===== config.mk =====
export PLATFORM = sky130hd
export DESIGN_NAME = iq_integrate_dump
export DESIGN_NICKNAME = d
export VERILOG_FILES = /design/src/rtl/iq_integrate_dump_pkg.sv /design/src/rtl/iq_accum_channel.sv /design/src/rtl/iq_integrate_dump.sv
export SDC_FILE = /design/constraint.sdc
export NUM_CORES = 2
export LEC_CHECK = 0
export BUFFER_PORTS_ARGS = -buffer_cell sky130_fd_sc_hd__buf_4
export CORE_MARGIN = 4
export CORE_UTILIZATION = 61
export DETAILED_ROUTE_END_ITERATION = 8
export PLACE_DENSITY = 0.79
export SLEW_MARGIN = 20
export SYNTH_ARGS = -nofsm -noshare
export SYNTH_HDL_FRONTEND = slang
export SYNTH_SLANG_ARGS = --single-unit

===== constraint.sdc =====
create_clock -name clock -period 17.7 [get_ports clock]
set_input_delay 1.77 -clock clock [delete_from_list [all_inputs] [get_ports clock]]
set_output_delay 1.77 -clock clock [all_outputs]
set_load 0.02 [all_outputs]

===== src/rtl/iq_integrate_dump_pkg.sv =====
// Shared widths, window-control actions and rounding constant for iq_integrate_dump.
package iq_integrate_dump_pkg;

    typedef enum logic [2:0] {
        ACT_HOLD,
        ACT_ACC,
        ACT_DUMP,
        ACT_CLEAR,
        ACT_RESTART
    } win_act_e;

    function automatic int acc_width(input int bit_width, input int decim_log2);
        return bit_width + decim_log2;
    endfunction

    function automatic int pwr_width(input int bit_width);
        return 2 * bit_width + 1;
    endfunction

    // Half an output LSB in accumulator units; zero when there is no decimation.
    function automatic int round_const(input int decim_log2);
        return (decim_log2 == 0) ? 0 : (1 << (decim_log2 - 1));
    endfunction

endpackage


===== src/rtl/iq_accum_channel.sv =====
// One I or Q integrate-and-dump lane; IQ_INTEGRATE_DUMP_ROUND_EN adds round-half-up with saturation.
module iq_accum_channel
    import iq_integrate_dump_pkg::*;
#(
    parameter int BIT_WIDTH  = 16,
    parameter int DECIM_LOG2 = 3
) (
    input  logic                        clock,
    input  logic                        reset,
    input  win_act_e                    act,
    input  logic signed [BIT_WIDTH-1:0] sample,
    output logic signed [BIT_WIDTH-1:0] out
);

    localparam int ACC_W = acc_width(BIT_WIDTH, DECIM_LOG2);

    logic signed [ACC_W-1:0]     acc_q, acc_d;
    logic signed [BIT_WIDTH-1:0] out_q, out_d;
    logic signed [ACC_W-1:0]     sample_x;
    logic signed [ACC_W-1:0]     sum;
    logic signed [BIT_WIDTH-1:0] dump_val;

`ifdef IQ_INTEGRATE_DUMP_ROUND_EN
    localparam logic signed [ACC_W:0] RND     = (ACC_W+1)'(round_const(DECIM_LOG2));
    localparam logic signed [ACC_W:0] SAT_MAX = (ACC_W+1)'((1 << (BIT_WIDTH - 1)) - 1);
    logic signed [ACC_W:0] sum_r;
    logic signed [ACC_W:0] sum_sh;
`endif

    always_comb begin
        sample_x = ACC_W'(sample);
        sum      = acc_q + sample_x;
`ifdef IQ_INTEGRATE_DUMP_ROUND_EN
        // One guard bit keeps the rounding add from wrapping at full scale.
        sum_r    = {sum[ACC_W-1], sum} + RND;
        sum_sh   = sum_r >>> DECIM_LOG2;
        dump_val = (sum_sh > SAT_MAX) ? SAT_MAX[BIT_WIDTH-1:0] : sum_sh[BIT_WIDTH-1:0];
`else
        dump_val = BIT_WIDTH'(sum >>> DECIM_LOG2);
`endif
    end

    always_comb begin
        acc_d = acc_q;
        out_d = out_q;
        unique case (act)
            ACT_ACC:     acc_d = sum;
            ACT_DUMP: begin
                acc_d = '0;
                out_d = dump_val;
            end
            ACT_CLEAR:   acc_d = '0;
            ACT_RESTART: acc_d = sample_x;
            default:     acc_d = acc_q;
        endcase
    end

    always_ff @(posedge clock or posedge reset) begin
        if (reset) begin
            acc_q <= '0;
            out_q <= '0;
        end else begin
            acc_q <= acc_d;
            out_q <= out_d;
        end
    end

    assign out = out_q;

endmodule


===== src/rtl/iq_integrate_dump.sv =====
// Decimating I/Q integrate-and-dump with pipelined power estimate.
// Optional IQ_INTEGRATE_DUMP_ROUND_EN selects rounded, saturating averages.
module iq_integrate_dump
    import iq_integrate_dump_pkg::*;
#(
    parameter int BIT_WIDTH  = 16,
    parameter int DECIM_LOG2 = 3
) (
    input  logic                                clock,
    input  logic                                reset,
    input  logic                                strobe_in,
    input  logic                                sync,
    input  logic signed [BIT_WIDTH-1:0]         i_in,
    input  logic signed [BIT_WIDTH-1:0]         q_in,
    output logic signed [BIT_WIDTH-1:0]         i_out,
    output logic signed [BIT_WIDTH-1:0]         q_out,
    output logic                                strobe_out,
    output logic [pwr_width(BIT_WIDTH)-1:0]     pwr_out,
    output logic                                strobe_pwr
);

    localparam int PWR_W = pwr_width(BIT_WIDTH);
    localparam int CNT_W = (DECIM_LOG2 > 0) ? DECIM_LOG2 : 1;
    localparam logic [CNT_W-1:0] CNT_MAX = CNT_W'((1 << DECIM_LOG2) - 1);

    logic [CNT_W-1:0] cnt_q, cnt_d;
    logic             strobe_out_q, strobe_out_d;
    logic [PWR_W-1:0] pwr_q, pwr_d;
    logic             strobe_pwr_q, strobe_pwr_d;
    win_act_e         act;
    logic             sync_eff;

    logic signed [2*BIT_WIDTH-1:0] i_ext, q_ext;
    logic [2*BIT_WIDTH-1:0]        i_sq, q_sq;

    // Without decimation every sample dumps, so a restart would be indistinguishable.
    assign sync_eff = sync && (DECIM_LOG2 != 0);

    always_comb begin
        act   = ACT_HOLD;
        cnt_d = cnt_q;
        if (sync_eff && strobe_in) begin
            act   = ACT_RESTART;
            cnt_d = CNT_W'(1);
        end else if (sync_eff) begin
            act   = ACT_CLEAR;
            cnt_d = '0;
        end else if (strobe_in && (cnt_q == CNT_MAX)) begin
            act   = ACT_DUMP;
            cnt_d = '0;
        end else if (strobe_in) begin
            act   = ACT_ACC;
            cnt_d = cnt_q + CNT_W'(1);
        end
        strobe_out_d = (act == ACT_DUMP);
    end

    always_comb begin
        i_ext        = (2*BIT_WIDTH)'(i_out);
        q_ext        = (2*BIT_WIDTH)'(q_out);
        i_sq         = i_ext * i_ext;
        q_sq         = q_ext * q_ext;
        pwr_d        = pwr_q;
        strobe_pwr_d = strobe_out_q;
        if (strobe_out_q)
            pwr_d = PWR_W'(i_sq) + PWR_W'(q_sq);
    end

    always_ff @(posedge clock or posedge reset) begin
        if (reset) begin
            cnt_q        <= '0;
            strobe_out_q <= 1'b0;
            pwr_q        <= '0;
            strobe_pwr_q <= 1'b0;
        end else begin
            cnt_q        <= cnt_d;
            strobe_out_q <= strobe_out_d;
            pwr_q        <= pwr_d;
            strobe_pwr_q <= strobe_pwr_d;
        end
    end

    iq_accum_channel #(.BIT_WIDTH(BIT_WIDTH), .DECIM_LOG2(DECIM_LOG2)) u_i (
        .clock  (clock),
        .reset  (reset),
        .act    (act),
        .sample (i_in),
        .out    (i_out)
    );

    iq_accum_channel #(.BIT_WIDTH(BIT_WIDTH), .DECIM_LOG2(DECIM_LOG2)) u_q (
        .clock  (clock),
        .reset  (reset),
        .act    (act),
        .sample (q_in),
        .out    (q_out)
    );

    assign strobe_out = strobe_out_q;
    assign pwr_out    = pwr_q;
    assign strobe_pwr = strobe_pwr_q;

endmodule

==> results.cfg <==
[run_status]
status = complete, no violations

[clock_tree]
clock-sinks = 108
tritoncts = built
cts_resized = 0
holdBufCountCts = 0
htreeDepth = 3
clockBufferDepth = 2
postCtsSetupBuffers = 0
clk_pin_slew_ps = 90
clk_latency_ps = 370
cts_inserted_buffers = 9
root_buffer = clkbuf_16

[floorplanning]
die_h_microns = 212
die_area_sq_mm = 0.0449
ios = 103
num_rows = 74
dieWidth_microns = 212
start_util = 0.619
coreArea_sq_mm = 0.0409

[sta]
worst_slew_pin_slew_ps = 1020
fmax_mhz = 116
hold_viol = 0
min_period_ps = 8590
final.setup.tns_ps = 0
slew_violations = 0
skew_ps = 14.7
fin_crit_sh = 0.485
finalSetupViolCount = 0
rsz0062_at_grt = false
relSlewSlack = 0.322

[critical_path]
worstSetupStartpointType = register
crit_path_frequent_cell = fa_1
r2r_start = u_q.out[3]
required_ps = 17980
slowest_stage = dfrtp_1
critical_path.startpoint = u_q.out[3]
cpPeakStageDelay_ps = 890
cp-end-kind = register
critPathArrivalTime_ps = 8870
crit_fanout = 17
critPathKind = reg -> reg

[grt]
grt_pass1_vias = 20800
grt_max_degree = 72
grt_usage = 0.279
grt_pass1_wl_microns = 101000
antenna_found_initial = 0
overflow = 0

[yosys]
synth_edf_count = 0
synthArstFlopShare = 1.00
ys.flop_type = dfrtp_1
synthTopCellsByArea = fa_1 (38%), ha_1 (12%), dfrtp_1 (11%)
synth.distinct_cells = 75
synth_seq_cells = 108
synth_cells = 2766
synth_top_area_cell = fa_1
yosysWarningCount = 0
seq_area_frac_synth = 0.107
syn_nets = 3524
postSynthAreaPerCell_sq_um = 9.16
synth_top_area_frac = 0.379
syn_area_sq_mm = 0.0253

[hold_path]
hp-class = reg -> reg
hp-start = pwr_out[8]

[finish]
antenna_cells = 0
layout_commonest_cell = inv_1
fillerInstances = 3288
area_growth_pct = 5.94
fin_nets = 3570
finalNonFillerCells = 3349
mostFrequentLayoutCells = inv_1 (677), fa_1 (479), nand2_1 (262)
drive_above_1_share = 0.0699

[power]
power.leakage_nw = 14.4
ir_drop_mv = 0.0885
powerDensity_mw_per_mm2 = 56.6

[flow_run]
maxCapViolCount = 0

[drt]
wl_per_cell_microns = 17.9
ant_nets = 0
drc = 0
drt_iter0_markers = 1086
via_per_inst = 5.68
num_vias = 19000
drt-total-wl_microns = 59900
drtPass1Iterations = 6

[placed_design]
finalWeightedCongestion = 0.920
dp.cells = 3333
io_buffers = 102
dp_hpwl_microns = 49900
-- area by class of cell --
class,count,area [sq um],area share
multi-input combinational,1904,19800,0.738
timing repair buffer,110,826,0.0308
tap,532,666,0.0248
inverter,679,2550,0.0951
sequential,108,2700,0.101
clock inverter,7,66.3,0.00247
clock buffer,9,225,0.00839
-- final timing paths --
path / to / slack (ps) / depth (start not counted)
min in group asynchronous: u_q.acc_q[0] / 1430 / 2
worst min-delay path: pwr_out[8] / 510 / 1
max in group asynchronous: pwr_out[15] / 14870 / 3
worst min register to register: pwr_out[8] / 510 / 1
worst max-delay path: pwr_out[28] / 9110 / 29
worst max register to register: pwr_out[28] / 9110 / 29
-- worst max-delay path, delay by kind of cell (launching register included) --
kind | cells | cell delay, ps
adder cells (fa/ha/maj) | 8 | 3560
buffers and inverters | 3 | 470
flip-flops | 1 | 890
AO/OA/AOI/OAI | 13 | 2690
AND/OR/NAND/NOR | 5 | 870
-- flip-flops by register name, summed over array words and instances, names as in the netlist --
| signal | count |
|---|---|
| cnt_q | 3 |
| strobe_pwr | 1 |
| u_q.acc_q | 19 |
| u_i.out | 16 |
| pwr_out | 33 |
| u_i.acc_q | 19 |
| strobe_out | 1 |
| u_q.out | 16 |
-- stage by stage --
stage / hold WS [ps] / instance area [sq um] / setup WS, ps / utilization / power, mW
4_1_cts: 514 / 26800 / 9210 / 0.656 / 1.51
3_3_place_gp: 487 / 26500 / 9550 / 0.649 / 1.26
5_1_grt: 532 / 26800 / 8610 / 0.656 / 1.65
2_1_floorplan: 476 / 25300 / 10250 / - / 1.04
3_5_place_dp: 498 / 26500 / 9260 / 0.649 / 1.30
6_report: 508 / 26800 / 9110 / 0.656 / 1.52
-- synth_stat cells (4+ instances only) --
cell type and number:
nand2b_1 26, nor3b_1 5, a211oi_1 18, ha_1 243
a21oi_1 93, o211ai_1 10, a21o_1 43, nor2b_1 19
o2111ai_1 4, buf_1 7, or3_1 6, nor3_1 19
dfrtp_1 108, nand4_1 6, o21bai_1 13, o21ai_1 13
o31a_1 5, nand2_1 262, o21a_1 23, a21oi_2 4
o31ai_1 13, xor2_1 33, or2_2 6, a211o_1 7
inv_1 678, and3_1 16, mux2i_1 4, nand3_1 18
a21boi_0 10, a31o_2 4, xnor2_1 90, fa_1 479
clkbuf_1 65, a31oi_1 4, nor2_1 116, o21ai_0 83
a22oi_1 30, mux2_2 39, and2_1 86
-- report_power, final --
group          internal (mW)  switching (mW)  total (mW)  leakage [nW]
sequential             0.267          0.0315       0.298          1.42
combinational          0.406           0.603        1.01          12.9
clock                 0.0995           0.113       0.213         0.142
-- cell families (layout without fill, tap and decap cells) --
| kind of cell | Yosys count | in the layout | share of synthesized area |
|---|---|---|---|
| xor gates and xnor gates | 123 | 123 | 0.0425 |
| adders and majority gates | 722 | 722 | 0.499 |
| AOI/OAI and AO/OA | 417 | 417 | 0.112 |
| and+or+nand+nor | 599 | 599 | 0.110 |
| muxes | 43 | 43 | 0.0189 |
| buffers and inverters | 754 | 805 | 0.112 |
| DFF | 108 | 108 | 0.107 |
-- metal layers --
metal,vias up,routed length [microns],GRT usage
met1,9626,23900,0.362
li1,8680,-,-
met3,146,3310,0.0353
met5,-,0,0
met4,0,2210,0.0935
met2,570,30500,0.490
Power figures use the tool's default switching activity.
